==> config.mk <==
export PLATFORM = sky130hd
export DESIGN_NAME = and16b_phase_sched
export DESIGN_NICKNAME = d
export VERILOG_FILES = /design/src/rtl/and16b_phase_sched.sv
export SDC_FILE = /design/constraint.sdc
export NUM_CORES = 1
export LEC_CHECK = 0
export BUFFER_PORTS_ARGS = -buffer_cell sky130_fd_sc_hd__buf_4
export CAP_MARGIN = 20
export CELL_PAD_IN_SITES_DETAIL_PLACEMENT = 0
export CELL_PAD_IN_SITES_GLOBAL_PLACEMENT = 1
export CORE_MARGIN = 3
export CORE_UTILIZATION = 30
export CTS_CLUSTER_DIAMETER = 120
export DETAILED_ROUTE_END_ITERATION = 8
export PLACE_DENSITY_LB_ADDON = 0.25
export SETUP_SLACK_MARGIN = 0.5
export SLEW_MARGIN = 20
export SYNTH_ARGS = -nofsm -noshare
export SYNTH_HDL_FRONTEND = slang
export SYNTH_SLANG_ARGS = --single-unit
==> constraint.sdc <==
create_clock -name clk -period 2.37 [get_ports clk]
set_clock_uncertainty 0.2 [all_clocks]
set_input_delay 0.1185 -clock clk [delete_from_list [all_inputs] [get_ports clk]]
set_output_delay 0.1185 -clock clk [all_outputs]
set_load 0.03 [all_outputs]
==> src/rtl/and16b_phase_sched.sv <==
// rtl/and16b_phase_sched.sv - two-requester scheduler for a four-phase power-clocked and16b datapath
// Round-robin grant, operand hold across P1..P4, result capture at end of P2, held response.
module and16b_phase_sched #(
    parameter int PHASE_CYC = 2,
    parameter int W         = 16
) (
    input  logic         clk,
    input  logic         rst,
    input  logic         req0_valid,
    output logic         req0_ready,
    input  logic [W-1:0] req0_a,
    input  logic [W-1:0] req0_b,
    input  logic         req1_valid,
    output logic         req1_ready,
    input  logic [W-1:0] req1_a,
    input  logic [W-1:0] req1_b,
    output logic [W-1:0] dp_a,
    output logic [W-1:0] dp_b,
    input  logic [W-1:0] dp_out,
    output logic         clkpos,
    output logic         clkpos2,
    output logic         clkneg,
    output logic         clkneg2,
    output logic         res_valid,
    input  logic         res_ready,
    output logic [W-1:0] res_data,
    output logic         res_id,
    output logic         busy
);

    typedef enum logic [2:0] {IDLE, P1, P2, P3, P4, RESP} state_t;

    state_t     state;
    state_t     state_nx;
    logic [3:0] cnt;
    logic       cnt_done;
    logic       last_id;
    logic       grant0;
    logic       grant1;

    assign cnt_done = (cnt == 4'(PHASE_CYC - 1));

    // last_id == 1 means req0 currently holds priority
    always_comb begin
        state_nx = state;
        grant0   = 1'b0;
        grant1   = 1'b0;
        case (state)
            IDLE: begin
                if (req0_valid && (!req1_valid || last_id)) begin
                    grant0 = 1'b1;
                end else if (req1_valid) begin
                    grant1 = 1'b1;
                end
                if (grant0 || grant1) state_nx = P1;
            end
            P1:      if (cnt_done) state_nx = P2;
            P2:      if (cnt_done) state_nx = P3;
            P3:      if (cnt_done) state_nx = P4;
            P4:      if (cnt_done) state_nx = RESP;
            RESP:    if (res_ready) state_nx = IDLE;
            default: state_nx = IDLE;
        endcase
    end

    assign req0_ready = grant0 && !rst;
    assign req1_ready = grant1 && !rst;
    assign clkpos     = (state == P1);
    assign clkpos2    = (state == P2);
    assign clkneg     = (state == P3);
    assign clkneg2    = (state == P4);
    assign res_valid  = (state == RESP);
    assign busy       = (state != IDLE);

    always_ff @(posedge clk) begin
        if (rst) begin
            state    <= IDLE;
            cnt      <= 4'd0;
            last_id  <= 1'b1;
            dp_a     <= '0;
            dp_b     <= '0;
            res_data <= '0;
            res_id   <= 1'b0;
        end else begin
            state <= state_nx;
            cnt   <= (state_nx != state) ? 4'd0 : cnt + 4'd1;
            if (grant0) begin
                dp_a    <= req0_a;
                dp_b    <= req0_b;
                res_id  <= 1'b0;
                last_id <= 1'b0;
            end else if (grant1) begin
                dp_a    <= req1_a;
                dp_b    <= req1_b;
                res_id  <= 1'b1;
                last_id <= 1'b1;
            end
            // datapath output is settled by the end of the second phase
            if (state == P2 && cnt_done) res_data <= dp_out;
        end
    end

endmodule

==> impl_metrics.py, run 1 <==
metrics = {
    "synthesis": {
        "yosysWarnings": 0,
        "syn_inst": 282,
        "synth_top_area_share_pct": 46.39,
        "yosysSeqAreaShare_pct": 46.39,
        "yosysMostFrequentCell": "nand2_1",
        "synth_cell_types": 37,
        "synth_edf_count": 0,
        "async_flop_share_pct": 0,
        "ys_ff_latch": 57,
        "synth_commonest_cells": "67 x nand2_1, 57 x dfxtp_1, 49 x a21oi_1",
        "yosys-top-cells-area": "dfxtp_1 46%, o221ai_1 11%, nand2_1 10%",
        "syn_avg_cell_area_um2": 8.723,
        "synth_area_um2": 2460,
        "synth_top_area_cell": "dfxtp_1",
        "synth_nets": 369,
        "synthFlopType": "dfxtp_1",
    },
    "cts": {
        "clockBufferDepth": 2,
        "htree_levels": 3,
        "clk-insertion-delay-late_ns": 0.33,
        "clock-sinks": 57,
        "cts_made_buffers": 9,
        "cts_tree": "built",
        "path_clk_slew_ns": 0.07,
        "cts_root_buffer": "clkbuf_8",
    },
    "worst_setup_path": {
        "worstPathCellList": "inv_2 -> ha_4 -> or3b_4 -> or3_4 -> nand2_1 -> a21oi_1",
        "crit_arrival_ns": 1.87,
        "path_delay_family": "simple AND/OR/NAND/NOR gates",
        "cp_slowest_cell": "or3_4",
        "critPathMaxFanout": 17,
        "worstSetupPathType": "reg2reg",
        "required_ns": 2.36,
        "start_kind": "flip-flop",
        "crit_buf_inv": 1,
        "setup.worst_path.end_class": "flip-flop",
        "cpPeakStageDelay_ns": 0.46,
    },
    "global_route": {
        "use_met1_pct": 22.40,
        "grt_overflow_total": 0,
        "busiest_layer": "met2",
        "met2_usage_pct": 33.74,
        "grt_use_met3_pct": 4.725,
        "grt_pass1_vias": 2982,
        "grt_max_degree": 57,
        "grt_pass1_wl_um": 13990,
        "track_usage_pct": 19.40,
        "antenna_found_initial": 0,
    },
    "cells_and_area": {
        "post-route-util_pct": 59.79,
        "final_cells": 610,
        "area_delta_synth_final_pct": 90.74,
        "diodes": 0,
        "drive_gt1_share_pct": 36.81,
        "final_cell_area_um2": 4692,
        "nets": 590,
    },
    "worst_hold_path": {
        "min_path_type": "in2reg",
    },
    "placed_design": {
        "port_buffers": 141,
        "dp.final_hpwl_um": 5666,
        "place_area_um2": 3592,
        "gp_congestion": 0.7033,
        "placedCellCount": 508,
        "post-place-ws_ns": 0.2358,
    },
    "sta": {
        "timing.final.ws_setup_ns": 0.4918,
        "slew_violations": 0,
        "hold_viol": 0,
        "setup_tns_ns": 0,
        "relSlewSlack_pct": 48.35,
        "timing.final.crit_period_ns": 1.878,
        "max_freq_ghz": 0.5324,
        "rsz0062_at_grt": "true",
        "finalSetupViolations": 0,
        "min_period_over_period_pct": 79.25,
        "tightest_slew_ns": 0.7746,
    },
    "route": {
        "viasPerCell": 4.838,
        "drtAntennaViolNets": 0,
        "first_iter_violations": 105,
        "dr.pass1.iters": 4,
        "drc": 0,
        "num_vias": 2951,
        "wire_per_inst_um": 14.92,
        "drt-total-wl_um": 9102,
    },
    "floorplanning": {
        "coreArea_um2": 7848,
        "placementRows": 32,
        "die_h_um": 96.55,
        "ios": 142,
        "die_w_um": 96.55,
        "initial_core_util_pct": 31.35,
        "fp.dieArea_um2": 9322,
    },
    "outcome": {
        "status": "completed",
    },
    "pwr": {
        "leakage_nw": 1.967,
        "pwr_density_cell_nw_per_um2": 632.0,
        "ir_drop_mv": 0.4680,
    },
    "flow_run": {
        "cap_viol_max_count": 0,
    },
}
[cells by family after synthesis]
logic type      synth area share, %
simple gates                  19.74
flops                         46.39
mux                           1.221
buf+inv                       5.900
fa+ha+maj                     1.017
xor+xnor                      1.068
compound gates                24.67
[per-layer routing]
layer | vias to the layer above | share of wire, %
met3 | 13 | 7.5
met1 | 1363 | 40
met5 | - | 0
met4 | 0 | 1.8
li1 | 1454 | -
met2 | 121 | 51
[per-stage QoR]
stage	total power [mW]	hold WS, ns
2_1_floorplan	1.591	0.05895
3_3_place_gp	1.914	0.1763
6_report	2.965	0.1116
4_1_cts	2.979	0.09332
5_1_grt	3.109	0.1245
3_5_place_dp	1.924	0.1816
[flip-flops by register name, indices dropped and copies added (netlist names)]
register	cells
dp_a	16
last_id	1
res_id	1
state	3
dp_b	16
res_data	16
cnt	4
[path summary, 6_finish.rpt]
path	from	end	cells after the start	slack, ns
setup / recovery	cnt[1]$_SDFF_PP0_	res_data[12]$_SDFFE_PP0P_	6	0.49
hold / removal	rst	res_data[5]$_SDFFE_PP0P_	2	0.11
setup reg to reg	cnt[1]$_SDFF_PP0_	res_data[12]$_SDFFE_PP0P_	6	0.49
hold reg to reg	res_data[0]$_SDFFE_PP0P_	res_data[0]$_SDFFE_PP0P_	2	0.25
[repair_timing]
action	CTS	global route
endpoints found under the hold margin	51	0
resized for setup	7	6
endpoints found under the setup margin	57	56
hold buffers	83	0
pin swaps	5	0
setup buffers	3	0
[worst reg2reg max path, delay by kind of cell, from the launching register on]
family / cells / cell delay, ns
and+or+nand+nor: 3 / 0.99
DFF: 1 / 0.32
adders and majority gates: 1 / 0.12
AOI/OAI and AO/OA: 1 / 0.06
buffers and inverters: 1 / 0.05
[power by group]
part           internal (mW)  leakage (nW)  total (mW)  switching (mW)
Clock                  0.515        0.0949       0.924           0.409
Sequential              1.04         0.469        1.10          0.0523
Combinational          0.443          1.40       0.946           0.503
Total                   2.00          1.97        2.97           0.964
[cell usage in the layout (no fill, tap or decap), types with 2 or more instances in the layout]
master         Yosys  routed
dlygate4sd3_1      0      83
mux2i_1            3       3
nand2b_1           4       4
dfxtp_1           57      53
buf_6              1       2
a211oi_1           2       2
xnor2_1            2       2
buf_8              1       2
nor3_4             2       2
clkinvlp_4         0       3
o221ai_1          31      31
and2_1             2       2
buf_4              5     148
dfxtp_2            0       3
clkbuf_8           0      10
nor3_1             7       6
nand2_1           67      66
nor3b_1            2       2
a21oi_1           49      49
nor2_1             5       5
nor2b_1            3       2
[area by class of cell]
cell class | instances | area (um^2)
clock buffers | 10 | 137.6
clock inverters | 6 | 66.31
fillers | 706 | 3156
inverters | 2 | 7.507
multi-input cells | 198 | 1210
flip-flops and latches | 57 | 1149
well taps | 102 | 127.6
repair buffers | 235 | 1994
Note: power is estimated with default switching activity, not from simulation.
==> inputs of run 2 (changes only) <==
--- a/config.mk
+++ b/config.mk
@@ -10,7 +10,7 @@
 export CELL_PAD_IN_SITES_DETAIL_PLACEMENT = 0
 export CELL_PAD_IN_SITES_GLOBAL_PLACEMENT = 1
 export CORE_MARGIN = 3
-export CORE_UTILIZATION = 30
+export CORE_UTILIZATION = 27
 export CTS_CLUSTER_DIAMETER = 120
 export DETAILED_ROUTE_END_ITERATION = 8
 export PLACE_DENSITY_LB_ADDON = 0.25
==> constraint.sdc (replaced) <==
create_clock -name clk -period 1.66 [get_ports clk]
set_clock_uncertainty 0.2 [all_clocks]
set_input_delay 0.083 -clock clk [delete_from_list [all_inputs] [get_ports clk]]
set_output_delay 0.083 -clock clk [all_outputs]
set_load 0.03 [all_outputs]
==> run 2 against run 1 <==
  * The run now ends with negative hold slack, negative setup slack left
  * Clock power is 59% higher
  * Highest routed layer unchanged
  * Flip-flop and latch count did not move
  * Non-clock buffer count increased by 42
==> impl_metrics.py, run 2 (synthesized netlist as in run 1, its figures left out) <==
metrics = {
    "sta": {
        "min_period_over_period_pct": 113.5,
        "relSlewSlack_pct": 65.97,
        "hold_viol": 1,
        "setup_tns_ns": -7.110,
        "slew_violations": 0,
        "timing.final.crit_period_ns": 1.884,
        "finalSetupViolations": 56,
        "rsz0062_at_grt": "true",
        "tightest_slew_ns": 0.5105,
        "timing.final.ws_setup_ns": -0.2239,
        "max_freq_ghz": 0.5308,
        "whs_ns": -0.1162,
    },
    "cells_and_area": {
        "final_cell_area_um2": 5884,
        "area_delta_synth_final_pct": 139.2,
        "mostFrequentLayoutCell": "buf_4",
        "reg.largest.list": "dp_a x16, dp_b x16, res_data x16",
        "nets": 632,
        "final_cells": 658,
        "diodes": 0,
        "post-route-util_pct": 66.82,
        "drive_gt1_share_pct": 57.27,
        "final_cell_mix": "132 x buf_4, 82 x dlygate4sd3_1, 51 x nand2_1, 47 x dfxtp_1, 45 x buf_6",
    },
    "global_route": {
        "grt_overflow_total": 0,
        "grt_pass1_wl_um": 16110,
        "antenna_found_initial": 0,
        "grt_max_degree": 37,
        "track_usage_pct": 20.31,
        "grt_pass1_vias": 3233,
    },
    "worst_setup_path": {
        "critPathMaxFanout": 9,
        "crit_arrival_ns": 1.89,
        "setup.worst_path.end_class": "flip-flop",
        "worstPathCellList": "inv_2 -> ha_4 -> or3b_4 -> or3_4 -> buf_6 -> nand2_1 -> a21oi_2",
        "required_ns": 1.67,
        "crit_buf_inv": 2,
        "cpPeakStageDelay_ns": 0.39,
        "path_delay_family": "simple AND/OR/NAND/NOR gates",
        "start_kind": "flip-flop",
        "cp_slowest_cell": "or3b_4",
        "worstSetupPathType": "reg2reg",
        "r2r_slack_ns": -0.22,
    },
    "pwr": {
        "p_seq_share_pct": 30.6,
        "pwr_density_cell_nw_per_um2": 868.8,
        "p_sw_mw": 1.595,
        "p_clk_share_pct": 28.8,
        "p_sw_share_pct": 31.19,
        "leakage_nw": 2.368,
        "p_int_mw": 3.518,
        "ir_drop_mv": 0.4592,
        "combPwrFrac_pct": 40.6,
        "fin_total_pwr_mw": 5.112,
    },
    "floorplanning": {
        "fp.dieArea_um2": 10290,
        "die_h_um": 101.5,
        "coreArea_um2": 8806,
        "die_w_um": 101.5,
        "initial_core_util_pct": 27.93,
        "placementRows": 34,
        "ios": 142,
    },
    "outcome": {
        "status": "finished, violations left",
        "violations": "negative hold slack, negative setup slack",
    },
    "cts": {
        "path_clk_slew_ns": 0.07,
        "clk-insertion-delay-late_ns": 0.32,
        "clock-sinks": 57,
        "cts_tree": "built",
        "cts_root_buffer": "clkbuf_8",
        "htree_levels": 3,
        "clockBufferDepth": 2,
        "cts_made_buffers": 9,
    },
    "route": {
        "drc": 0,
        "dr.pass1.iters": 4,
        "num_vias": 3111,
        "first_iter_violations": 80,
        "drt-total-wl_um": 10550,
        "drtAntennaViolNets": 0,
        "viasPerCell": 4.728,
        "wire_per_inst_um": 16.03,
    },
    "placed_design": {
        "placedCellCount": 540,
        "gp_congestion": 0.7921,
        "port_buffers": 141,
        "dp.final_hpwl_um": 6195,
        "place_area_um2": 4101,
    },
    "flow_run": {
        "cap_viol_max_count": 0,
    },
    "worst_hold_path": {
        "min_path_type": "in2reg",
    },
}
run 2: stage by stage:
step / hold slack [ns] / setup WS [ns]
floorplan: 0.02345 / -0.2480
global placement: 0.1396 / -0.1816
detailed placement: 0.1437 / -0.2050
CTS: -0.1587 / -0.2051
global route: -0.09818 / -0.2891
finish: -0.1162 / -0.2239
run 2: path summary, 6_finish.rpt:
kind	depth (start not counted)	start	endpoint
max	7	cnt[1]$_SDFF_PP0_	res_data[1]$_SDFFE_PP0P_
min	4	res_ready	state[2]$_SDFF_PP0_
max reg2reg	7	cnt[1]$_SDFF_PP0_	res_data[1]$_SDFFE_PP0P_
min reg2reg	2	dp_a[4]$_SDFFE_PP0P_	dp_a[4]$_SDFFE_PP0P_
run 2: tightest hold or removal path: stages:
cell	delay, ns
buf_4	0.08
nand2_1	0.06
nand2_1	0.08
a21oi_1	0.06
run 2: final cells by class:
type	count	area (um^2)
Clock buffer	11	151.4
Clock inverter	5	77.57
Fill cell	680	2922
Inverter	2	12.51
Multi-Input combinational cell	198	1668
Sequential cell	57	1161
Tap cell	108	135.1
Timing Repair Buffer	277	2679
run 2: repair_timing:
action | 4_1_cts | 5_1_grt
pin swaps | 28 | 33
resized for setup | 65 | 58
hold endpoints to repair | 50 | 2
gates cloned | 4 | 0
endpoints found under the setup margin | 65 | 80
hold buffers | 81 | 1
buffers inserted | 12 | 4
run 2: layer usage:
layer / part of all wire (%) / vias to the layer above / global-route usage [%]
li1: - / 1546 / -
met1: 39 / 1453 / 21.71
met2: 55 / 100 / 37.88
met3: 4.4 / 12 / 4.132
met4: 1.7 / 0 / 9.509
met5: 0 / - / 0
run 2: power by group through the flow:
stage	logic (mW)	clock network, mW	registers, mW
global placement	1.44	0	1.58
finish	2.08	1.47	1.56
detailed placement	1.45	0	1.59
CTS	1.94	1.52	1.56
floorplan	0.643	0	1.79
global route	2.20	1.58	1.58
==> inputs of run 3 (changes only) <==
--- a/config.mk
+++ b/config.mk
@@ -10,7 +10,8 @@
 export CELL_PAD_IN_SITES_DETAIL_PLACEMENT = 0
 export CELL_PAD_IN_SITES_GLOBAL_PLACEMENT = 1
 export CORE_MARGIN = 3
-export CORE_UTILIZATION = 27
+export CORE_UTILIZATION = 28
+export CTS_BUF_LIST = sky130_fd_sc_hd__clkbuf_8
 export CTS_CLUSTER_DIAMETER = 120
 export DETAILED_ROUTE_END_ITERATION = 8
 export PLACE_DENSITY_LB_ADDON = 0.25
==> run 3 against run 2 <==
  * First-iteration DRC count grew 81%
  * Combinational power grew 9%
  * Flip-flop and latch count is the same
  * Clock-buffer cell count is the same
  * The run still ends with negative hold slack, negative setup slack left
  * Design area grew 3.9%
  * Setup slack gained 0.0049 ns
  * Maximum frequency grew 0.26%
==> impl_metrics.py, run 3 (synthesized netlist as in run 1, its figures left out) <==
metrics = {
    "worst_setup_path": {
        "r2r_slack_ns": -0.22,
        "r2r-end": "res_data[3]$_SDFFE_PP0P_",
        "required_ns": 1.67,
        "endpoint": "res_data[3]$_SDFFE_PP0P_",
        "worstSetupPathType": "reg2reg",
        "crit_arrival_ns": 1.89,
        "worstReg2RegStart": "cnt[1]$_SDFF_PP0_",
        "critPathMaxFanout": 9,
        "start_kind": "flip-flop",
        "setup.worst_path.end_class": "flip-flop",
        "cp-startpoint": "cnt[1]$_SDFF_PP0_",
        "r2r.worst_path.cells": 7,
    },
    "route": {
        "drc": 0,
        "dr.pass1.iters": 4,
        "drt-total-wl_um": 11550,
        "wire_per_inst_um": 17.29,
        "first_iter_violations": 145,
        "viasPerCell": 4.985,
        "drtAntennaViolNets": 0,
        "num_vias": 3330,
    },
    "cells_and_area": {
        "fillerInstances": 578,
        "ff_latch_area_um2": 1169,
        "mostFrequentLayoutCell": "buf_4",
        "final_cell_mix": "141 x buf_4, 82 x dlygate4sd3_1, 54 x nand2_1, 46 x buf_6, 41 x dfxtp_1",
        "final_cell_area_um2": 6113,
        "final_cells": 668,
        "nets": 647,
        "multi_input_area_um2": 1750,
        "diodes": 0,
        "post-route-util_pct": 72.94,
        "area_delta_synth_final_pct": 148.5,
        "drive_gt1_share_pct": 59.68,
        "reg.largest.list": "dp_a x16, dp_b x16, res_data x16",
    },
    "sta": {
        "relSlewSlack_pct": 75.46,
        "max_freq_ghz": 0.5322,
        "timing.final.ws_setup_ns": -0.2190,
        "slew_violations": 0,
        "hold_viol": 21,
        "timing.final.crit_period_ns": 1.879,
        "min_period_over_period_pct": 113.2,
        "finalSetupViolations": 37,
        "whs_ns": -0.1167,
        "rsz0062_at_grt": "true",
        "tightest_slew_ns": 0.3681,
    },
    "cts": {
        "path_clk_slew_ns": 0.06,
        "cts_tree": "built",
        "clockBufferDepth": 2,
        "cts_made_buffers": 9,
        "postCtsHoldBufs": 82,
        "htree_levels": 3,
        "clk-insertion-delay-late_ns": 0.34,
        "clock-sinks": 57,
        "cts_root_buffer": "clkbuf_8",
    },
    "placed_design": {
        "dp.final_hpwl_um": 6070,
        "placedCellCount": 531,
        "place_area_um2": 4053,
        "gp_congestion": 0.7491,
        "port_buffers": 141,
    },
    "floorplanning": {
        "fp.dieArea_um2": 9946,
        "placementRows": 33,
        "ios": 142,
        "die_w_um": 99.73,
        "die_h_um": 99.73,
        "initial_core_util_pct": 29.35,
        "coreArea_um2": 8382,
    },
    "global_route": {
        "grt_pass1_vias": 3413,
        "grt_pass1_wl_um": 17140,
        "grt_overflow_total": 0,
        "antenna_found_initial": 0,
        "track_usage_pct": 22.06,
        "grt_max_degree": 28,
    },
    "outcome": {
        "violations": "negative hold slack, negative setup slack",
        "status": "finished, violations left",
    },
    "flow_run": {
        "cap_viol_max_count": 0,
    },
    "worst_hold_path": {
        "hold_depth": 4,
        "min_path_type": "in2reg",
    },
    "pwr": {
        "leakage_nw": 2.499,
        "pwr_density_cell_nw_per_um2": 818.8,
        "ir_drop_mv": 0.5333,
    },
}
-- run 3: cell count changes in the layout (fill, tap and decap cells not counted), moves of 2 or more --
cell       delta
nand2_2      -12
dfxtp_1       -6
buf_4         +9
buf_12        +5
buf_8         -2
buf_16        +2
nand2_4       +9
nand2_1       +3
a21oi_1       -2
nor2_1        -2
dfxtp_2       +6
bufinv_16     -2
-- run 3: worst min-delay path by stage --
stage	from	end	slack, ns
5_1_grt	res_ready	state[2]$_SDFF_PP0_	-0.11
6_report	res_ready	state[2]$_SDFF_PP0_	-0.12
2_1_floorplan	dp_out[0]	res_data[0]$_SDFFE_PP0P_	0.02
3_5_place_dp	dp_out[3]	res_data[3]$_SDFFE_PP0P_	0.14
4_1_cts	res_ready	state[2]$_SDFF_PP0_	-0.16
3_3_place_gp	dp_out[2]	res_data[2]$_SDFFE_PP0P_	0.14
-- run 3: timing repair --
action	4_1_cts	5_1_grt
buffers inserted	23	12
hold endpoints to repair	52	21
pin swaps	37	30
gates resized for setup	57	88
gates cloned	6	0
setup endpoints to repair	65	85
-- run 3: where the power goes --
part           switching [mW]  internal, mW
clock                   0.556         0.602
combinational            1.03          1.24
sequential             0.0833          1.49
total                    1.67          3.33
-- run 3: routing by layer --
metal	share of wire [%]	GRT usage, %	up-vias
met1	38	24.70	1585
met5	0	0	-
li1	-	-	1580
met3	6.8	6.802	25
met4	2.3	9.454	0
met2	53	38.43	140
-- run 3: critical path: stages (launching register included) --
cell	delay, ns
dfxtp_2	0.32
inv_2	0.05
ha_4	0.11
or3b_4	0.40
or3_4	0.38
buf_6	0.16
nand2_1	0.07
a21oi_1	0.06
-- run 3: final cells by class --
cell class                      instances  share of cell area, %
Timing Repair Buffer                  292                  47.16
Multi-Input combinational cell        198                  28.63
Sequential cell                        57                  19.12
Clock buffer                           11                  2.476
Tap cell                              105                  2.149
Clock inverter                          3                 0.2661
Inverter                                2                 0.2047
-- run 3: metrics by stage --
step	hold WS (ns)	power, mW	TNS, ns	worst slack [ns]
after floorplan	0.02345	2.433	-4.170	-0.2480
after global routing	-0.1056	5.228	-7.403	-0.2709
after detailed placement	0.1435	2.999	-3.583	-0.1975
final	-0.1167	5.006	-4.607	-0.2190
after CTS	-0.1593	4.751	-4.046	-0.1755
after global placement	0.1395	2.982	-3.099	-0.1619
